<file path="src/rtl/enigma_pkg.sv">
// enigma_pkg: shared letter constants, mod-26 adder and rotor/reflector diff tables
package enigma_pkg;
  localparam int N_LETTERS = 26;
  localparam logic [5:0] INVALID_CODE = 6'd63;
  typedef enum logic [1:0] {RID_I, RID_II, RID_III} rotor_id_e;
  typedef enum logic {DIR_FWD, DIR_BWD} dir_e;
  localparam logic [4:0] ROTOR_I_FWD [26] = '{4, 9, 10, 2, 7, 1, 23, 9, 13, 16, 3, 8, 2, 9, 10, 18, 7, 3, 0, 22, 6, 13, 5, 20, 4, 10};
  localparam logic [4:0] ROTOR_I_BWD [26] = '{20, 21, 22, 3, 22, 24, 25, 8, 13, 16, 17, 19, 16, 23, 24, 4, 17, 6, 0, 18, 23, 13, 17, 19, 16, 10};
  localparam logic [4:0] ROTOR_II_FWD [26] = '{0, 8, 1, 7, 14, 3, 11, 13, 15, 18, 1, 22, 10, 6, 24, 13, 0, 15, 7, 20, 21, 3, 9, 24, 16, 5};
  localparam logic [4:0] ROTOR_II_BWD [26] = '{0, 8, 13, 25, 21, 17, 11, 4, 23, 18, 19, 25, 2, 6, 10, 5, 0, 15, 12, 20, 13, 2, 16, 11, 23, 19};
  localparam logic [4:0] ROTOR_III_FWD [26] = '{1, 2, 3, 4, 5, 6, 22, 8, 9, 10, 13, 10, 13, 0, 10, 15, 18, 5, 14, 7, 16, 17, 24, 21, 18, 15};
  localparam logic [4:0] ROTOR_III_BWD [26] = '{19, 25, 4, 24, 11, 23, 12, 22, 8, 21, 10, 20, 9, 0, 11, 18, 8, 17, 5, 16, 2, 16, 21, 13, 16, 13};
  localparam logic [4:0] UKW_B_DIFF [26] = '{24, 16, 18, 4, 12, 13, 5, 22, 7, 14, 3, 21, 2, 23, 24, 19, 14, 10, 13, 6, 8, 1, 25, 12, 2, 20};
  function automatic logic [5:0] mod26_add(input logic [5:0] a, input logic [5:0] b);
    logic [5:0] s;
    s = a + b;
    return (s >= 6'(N_LETTERS)) ? s - 6'(N_LETTERS) : s;
  endfunction
endpackage

</file>
<file path="src/rtl/rotor_stage.sv">
// rotor_stage: one rotor contact mapping, y = x + T[(x+p) mod 26] mod 26
module rotor_stage
  import enigma_pkg::*;
#(
  parameter rotor_id_e RID = RID_I
) (
  input  logic [5:0] x,
  input  logic [5:0] p,
  input  dir_e       dir,
  output logic [5:0] y
);
  logic [4:0] i, fw, bw, t;
  assign i = 5'(mod26_add(x, p));
  assign fw = RID == RID_I ? ROTOR_I_FWD[i] : RID == RID_II ? ROTOR_II_FWD[i] : ROTOR_III_FWD[i];
  assign bw = RID == RID_I ? ROTOR_I_BWD[i] : RID == RID_II ? ROTOR_II_BWD[i] : ROTOR_III_BWD[i];
  assign t = dir == DIR_BWD ? bw : fw;
  assign y = mod26_add(x, {1'b0, t});
endmodule

</file>
<file path="config.mk">
export PLATFORM = sky130hd
export DESIGN_NAME = rotor_stage
export DESIGN_NICKNAME = d
export VERILOG_FILES = /design/src/rtl/enigma_pkg.sv /design/src/rtl/rotor_stage.sv
export SDC_FILE = /design/constraint.sdc
export NUM_CORES = 1
export LEC_CHECK = 0
export CORE_MARGIN = 5
export CORE_UTILIZATION = 35
export DETAILED_ROUTE_END_ITERATION = 6
export PLACE_DENSITY_LB_ADDON = 0.2
export SYNTH_ARGS = -nofsm -noshare
export SYNTH_HDL_FRONTEND = slang
export SYNTH_SLANG_ARGS = --single-unit
export TNS_END_PERCENT = 50
</file>
<file path="constraint.sdc">
create_clock -name vclk -period 22.3
set_clock_uncertainty 0.15 [all_clocks]
set_input_delay 5.575 -clock vclk [all_inputs]
set_output_delay 5.575 -clock vclk [all_outputs]
set_load 0.05 [all_outputs]
</file>
==> results of run 1 <==
-- per-stage QoR --
| stage | hold slack, ns | std cells | power (mW) | worst slack, ns |
|---|---|---|---|---|
| finish | 12.41 | 230 | 0.2343 | 4.903 |
| global route | 12.46 | 230 | 0.2532 | 4.468 |
| CTS | 12.42 | 230 | 0.2356 | 4.912 |
| detailed placement | 12.42 | 230 | 0.2348 | 4.929 |
| global placement | 12.41 | 230 | 0.2326 | 5.031 |
| floorplan | 11.38 | 168 | 0.1803 | 6.084 |
-- final timing paths --
| check | end | cells past startpoint | start |
|---|---|---|---|
| max | y[3] | 22 | x[1] |
| min | y[0] | 3 | x[0] |
-- kinds of logic after synthesis --
group                    share of synthesized area, %
adder cells (fa/ha/maj)                         21.53
AND/OR/NAND/NOR                                 22.70
AO/OA/AOI/OAI                                   32.78
multiplexers                                    8.730
buffers and inverters                           6.886
XOR/XNOR                                        7.372
-- cells in the final DEF (no fill, tap or decap), drive strengths merged, types with 3 or more instances in the layout --
cell type	instances
nand3	5
o21bai	3
a21o	4
xor2	3
and2	4
mux2i	6
inv	14
o21ai	6
clkdlybuf4s50	19
a21oi	17
nor3	8
nor2	18
ha	19
xnor2	7
nand2	10
-- critical path: cells and delay by family --
kind	cells	cell delay (ns)
AOI/OAI and AO/OA	7	1.66
xor gates and xnor gates	2	0.28
adders and majority gates	3	0.96
buffers and inverters	3	1.53
muxes	1	0.51
and+or+nand+nor	6	1.16
-- report_power, final --
part           total, mW  internal (mW)  switching [mW]
Sequential             0              0               0
Clock                  0              0               0
Combinational      0.234         0.0897           0.145
-- routing by layer --
metal / up-vias / part of all wire, % / global-route usage [%]
met5: - / 0 / 0
met4: 0 / 0 / 0.6263
met3: 0 / 4.8 / 1.136
met2: 34 / 50 / 23.07
met1: 605 / 45 / 15.27
li1: 653 / - / -
-- area by class of cell --
class                           instances  area share, %
Multi-Input combinational cell        149          79.87
Timing Repair Buffer                   19          12.65
Tap cell                               48          3.993
Inverter                               14          3.494
-- cells in the mapped netlist, types with 2 or more instances --
cell type  count
a21o_1         3
nor3_1         7
and2_1         2
o21bai_1       3
o21ai_0        3
nand3b_1       2
o221ai_1       2
buf_6          2
a22oi_1        2
a21oi_1       17
o21ai_1        3
nand2_1       10
xor2_1         3
mux2i_1        6
a31oi_1        2
fa_1           2
and2_4         2
nor2_1        17
buf_2          2
ha_1          19
xnor2_1        6
inv_1         14
nand3_1        5
==> impl_metrics.tcl, run 1 <==
set metrics [dict create \
    vdd_drop_max_mv 0.06038 \
    maxCapViolCount 0 \
    grt_pass1_vias 1206 \
    cpMostUsedCell "ha_1" \
    clkbuf_count 0 \
    fp-row-count 22 \
    cts_resized 0 \
    remaining_drc_errors 0 \
    drt-initial-drc-count 79 \
    grt_pass1_wl_um 5409 \
    grt_max_degree 17 \
    dieHeight_um 70.71 \
    antenna_cells 0 \
    drt_first_pass_iters 4 \
    ctsHoldBuffers 0 \
    worst_pin_slew_ns 0.9610 \
    start_util_pct 35.77 \
    cp_slowest_cell "clkdlybuf4s50_1" \
    fillerInstances 356 \
    cp-start-kind "primary input" \
    wl_um 3096 \
    postCtsSetupBuffers 0 \
    worst_path_largest_cell_delay_ns 0.82 \
    core_area_um2 3606 \
    drt-vias-per-instance 5.617 \
    die_w_um 70.71 \
    critPathKind "in -> out" \
    critPathCaptureType "output pin" \
    path_cells "clkdlybuf4s50_1, ha_1, a211oi_4, o21bai_1, a221o_1, nor3_2, nor2_1, nor2_1, inv_1, ha_1, mux4_1, nand2_1, nand3b_1, ha_1, a21o_1, a21oi_1, xnor2_1, a21oi_1, a21o_1, nor2b_1, xnor2_1, clkdlybuf4s50_1" \
    hp-class "in -> out" \
    crit_required_ns 16.58 \
    multi_input_area_um2 1201 \
    synth_area_leaders "ha_1 18%, a21oi_1 6.6%, nor2_1 4.9%" \
    nFlopsAndLatches 0 \
    final_core_util_pct 41.71 \
    die-area_um2 5000 \
    fin_tns_setup_ns 0 \
    io_buffers 19 \
    avgRoutedWirePerCell_um 13.46 \
    fin_crit_sh_pct 78.01 \
    synth_top_area_share_pct 18.43 \
    netlist_area_um2 1290 \
    place_area_um2 1504 \
    path_max_fanout 8 \
    routed-via-count 1292 \
    fmax_mhz 57.48 \
    leakagePower_nw 0.6567 \
    syn_to_final_growth_pct 16.59 \
    slew_viol_final 0 \
    min_period_ns 17.40 \
    synth.net_count 202 \
    p_per_area_nw_per_um2 155.8 \
    grt_antenna_before_repair 0 \
    ys_seq_area_share_pct 0 \
    finalHoldViolations 0 \
    synth_warnings 0 \
    synth_cells 168 \
    finalNetCount 218 \
    status "finished clean" \
    arrival_ns 11.67 \
    finalSetupViolCount 0 \
    ff_latch_area_um2 0 \
    drive_gt1_share_pct 9.341 \
    grt_setup_unrepaired "no" \
    ant_nets 0 \
    grt_overflow_total 0 \
    grt_usage_pct 12.09 \
    yosysTopAreaCell "ha_1" \
    max-slew-margin-rel_pct 35.93 \
    finalInstanceArea_um2 1504 \
    ys_types 57 \
    pin_count 19 \
    syn_avg_cell_area_um2 7.678 \
    place_hpwl_um 2489 \
    gp_congestion 0.8314 \
]
Power figures use the tool's default switching activity.
==> run 2: changes to the inputs <==
- clock period: 22.3 -> 18.08 ns (I/O delays scaled with it)
==> impl_metrics.tcl, run 2 (synthesized netlist as in run 1, its figures left out) <==
set metrics [dict create \
    wl_um 3208 \
    path_cells "clkdlybuf4s50_1, ha_1, a211oi_4, o21bai_1, a221o_1, nor3_2, nor2_1, nor2_1, inv_1, ha_1, mux4_1, nand2_1, nand3b_1, ha_1, a21o_1, a21oi_1, o21bai_1, a21oi_1, xnor2_1, a21o_1, nor2b_1, xnor2_1, clkdlybuf4s50_1" \
    maxCapViolCount 0 \
    nFlopsAndLatches 0 \
    clkbuf_count 0 \
    fillerInstances 363 \
    status "finished clean" \
    critPathKind "in -> out" \
    ant_nets 0 \
    die_w_um 70.71 \
    place_inst 230 \
    worst_path_largest_cell_delay_ns 0.82 \
    leakagePower_nw 0.6567 \
    dieHeight_um 70.71 \
    place_area_um2 1504 \
    ff_latch_area_um2 0 \
    cp-start-kind "primary input" \
    grt_usage_pct 13.00 \
    arrival_ns 10.60 \
    min_period_ns 15.27 \
    critPathCaptureType "output pin" \
    multi_input_area_um2 1201 \
    drt-initial-drc-count 54 \
    finalInstanceArea_um2 1504 \
    grt_pass1_vias 1271 \
    place_hpwl_um 2591 \
    fin_ws_ns 2.811 \
    finalHoldViolations 0 \
    cts_resized 0 \
    fin_crit_sh_pct 84.45 \
    max-slew-margin-rel_pct 35.92 \
    p_per_area_nw_per_um2 193.4 \
    fin_tns_setup_ns 0 \
    die-area_um2 5000 \
    finalNetCount 218 \
    syn_to_final_growth_pct 16.59 \
    pre_cts_ws_ns 2.801 \
    pin_count 19 \
    ctsHoldBuffers 0 \
    cp_slowest_cell "clkdlybuf4s50_1" \
    start_util_pct 35.77 \
    postCtsSetupBuffers 0 \
    cpMostUsedCell "ha_1" \
    avgRoutedWirePerCell_um 13.95 \
    slew_viol_final 0 \
    drt-vias-per-instance 5.583 \
    hp-class "in -> out" \
    mostFrequentLayoutCells "19 x ha_1, 19 x clkdlybuf4s50_1, 17 x nor2_1, 17 x a21oi_1, 14 x inv_1" \
    drt_first_pass_iters 4 \
    vdd_drop_max_mv 0.09580 \
    crit_required_ns 13.41 \
    fin_cells 230 \
    path_max_fanout 8 \
    routed-via-count 1284 \
    finalSetupViolCount 0 \
    grt_pass1_wl_um 5816 \
    drive_gt1_share_pct 9.341 \
    grt_antenna_before_repair 0 \
    grt_max_degree 17 \
    worst_pin_slew_ns 0.9613 \
    grt_overflow_total 0 \
    core_area_um2 3606 \
    fmax_mhz 65.49 \
    fp-row-count 22 \
    antenna_cells 0 \
    io_buffers 19 \
    grt_setup_unrepaired "no" \
    gp_congestion 0.8389 \
    remaining_drc_errors 0 \
]
==> run 2: through the flow <==
| step | util [%] | power [mW] | hold WS (ns) |
|---|---|---|---|
| 3_5_place_dp | 41.71 | 0.2911 | 10.31 |
| 6_report | 41.71 | 0.2909 | 10.29 |
| 5_1_grt | 41.71 | 0.3140 | 10.36 |
| 2_1_floorplan | - | 0.2224 | 9.268 |
| 3_3_place_gp | 41.71 | 0.2874 | 10.30 |
| 4_1_cts | 41.71 | 0.2922 | 10.31 |
==> run 2: routing by layer <==
layer  global-route usage (%)  vias up  share of wire (%)
met3                   0.9943        2                4.5
met4                   0.8351        0               0.22
met2                    23.27       31                 48
met1                    17.73      592                 47
li1                         -      659                  -
met5                        0        -                  0
==> run 2: layout make-up <==
class	instances	share of cell area, %
timing repair buffer	19	12.65
tap	48	3.993
inverter	14	3.494
multi-input combinational	149	79.87
==> run 2: path summary, 6_finish.rpt <==
path | from | endpoint | depth (start not counted)
worst max-delay path | x[1] | y[3] | 23
worst min-delay path | x[0] | y[0] | 3
==> run 2: worst max-delay path: cells and delay by family <==
kind | cells | cell delay (ns)
compound gates | 8 | 1.61
buf+inv | 3 | 1.52
simple gates | 6 | 1.13
fa+ha+maj | 3 | 0.95
mux | 1 | 0.51
xor+xnor | 2 | 0.34
==> run 2: power breakdown <==
| part | internal [mW] | switching [mW] |
|---|---|---|
| registers | 0 | 0 |
| clock network | 0 | 0 |
| logic | 0.111 | 0.180 |
==> run 3: changes to the inputs <==
- clock period: 18.08 -> 13.6 ns (I/O delays scaled with it)
==> impl_metrics.tcl, run 3 (synthesized netlist as in run 1, its figures left out) <==
set metrics [dict create \
    place_area_um2 1519 \
    worst_pin_slew_ns 0.5870 \
    fin_crit_sh_pct 94.04 \
    cpMostUsedCell "ha_1" \
    path_cells "clkdlybuf4s50_1, ha_1, a211oi_4, o21bai_1, a221o_1, nor3_2, nor2_1, nor2_1, buf_4, inv_1, ha_1, mux4_1, nand2_1, nand3b_1, ha_1, a21o_1, a21oi_1, o21bai_1, a21oi_1, xnor2_1, a21o_1, nor2b_1, xnor2_1, clkdlybuf4s50_1" \
    slew_viol_final 0 \
    finalSetupViolCount 0 \
    ff_latch_area_um2 0 \
    maxCapViolCount 0 \
    grt_setup_unrepaired "no" \
    wl_um 3133 \
    drive_gt1_share_pct 10.33 \
    die-area_um2 5000 \
    drt_first_pass_iters 4 \
    syn_to_final_growth_pct 17.75 \
    finalNetCount 220 \
    p_total_mw 0.3906 \
    crit_required_ns 10.05 \
    start_util_pct 35.77 \
    place_hpwl_um 2498 \
    cp_slowest_cell "clkdlybuf4s50_1" \
    grt_max_degree 17 \
    critPathKind "in -> out" \
    switching_share_pct 61.74 \
    arrival_ns 9.24 \
    path_max_fanout 8 \
    min_period_ns 12.79 \
    nFlopsAndLatches 0 \
    seqPwrFrac_pct 0 \
    hp-class "in -> out" \
    io_buffers 19 \
    ctsHoldBuffers 0 \
    postCtsSetupBuffers 0 \
    p_int_mw 0.1494 \
    worst_path_largest_cell_delay_ns 0.82 \
    grt_usage_pct 12.15 \
    fmax_mhz 78.19 \
    leakagePower_nw 0.6663 \
    clkbuf_count 0 \
    die_w_um 70.71 \
    gp_congestion 0.9002 \
    p_per_area_nw_per_um2 257.1 \
    vdd_drop_max_mv 0.09172 \
    core_area_um2 3606 \
    grt_pass1_vias 1221 \
    mostFrequentLayoutCells "19 x ha_1, 19 x clkdlybuf4s50_1, 17 x nor2_1, 17 x a21oi_1, 14 x inv_1" \
    ant_nets 0 \
    drt-vias-per-instance 5.517 \
    routed-via-count 1280 \
    max-slew-margin-rel_pct 60.87 \
    finalInstanceArea_um2 1519 \
    grt_overflow_total 0 \
    antenna_cells 0 \
    cp-start-kind "primary input" \
    remaining_drc_errors 0 \
    fp-row-count 22 \
    pin_count 19 \
    drt-initial-drc-count 55 \
    grt_antenna_before_repair 0 \
    comb_power_share_pct 100.0 \
    fin_ws_ns 0.8105 \
    avgRoutedWirePerCell_um 13.50 \
    dieHeight_um 70.71 \
    p_switching_mw 0.2411 \
    finalHoldViolations 0 \
    fin_tns_setup_ns 0 \
    clockPowerShare_pct 0 \
    critPathCaptureType "output pin" \
    pre_cts_ws_ns 0.8368 \
    grt_pass1_wl_um 5402 \
    status "finished clean" \
    cts_resized 0 \
]
[run 3: final cells by class]
cell class / instances / area (µm²)
Inverter: 14 / 52.55
Multi-Input combinational cell: 149 / 1201
Timing Repair Buffer: 21 / 205.2
Tap cell: 48 / 60.06
Fill cell: 365 / 2087
[run 3: final timing paths]
kind / start / endpoint / slack (ns) / depth (start not counted)
setup / recovery: x[1] / y[3] / 0.81 / 24
hold / removal: x[0] / y[0] / 8.06 / 3
[run 3: through the flow]
step	hold slack (ns)	utilization [%]	cells
after detailed placement	8.074	42.12	232
after floorplan	7.028	-	168
after CTS	8.074	42.12	232
after global routing	8.109	42.12	232
final	8.062	42.12	232
after global placement	8.060	42.12	232
[run 3: power groups by stage]
stage	Clock (mW)	Combinational (mW)	Sequential [mW]
final	0	0.391	0
after global placement	0	0.385	0
after CTS	0	0.393	0
after floorplan	0	0.296	0
after global routing	0	0.419	0
after detailed placement	0	0.391	0
[run 3: worst max-delay path: cells and delay by family]
| family | cells | cell delay [ns] |
|---|---|---|
| buffers and inverters | 4 | 1.61 |
| adder cells (fa/ha/maj) | 3 | 0.92 |
| multiplexers | 1 | 0.51 |
| XOR/XNOR | 2 | 0.35 |
| AND/OR/NAND/NOR | 6 | 0.78 |
| AO/OA/AOI/OAI | 8 | 1.64 |
[run 3: layer usage]
layer	track usage, %	vias to the layer above	part of all wire, %
li1	-	656	-
met1	17.03	598	50
met2	21.11	26	46
met3	1.278	0	3.8
met4	0.4175	0	0
met5	0	-	0
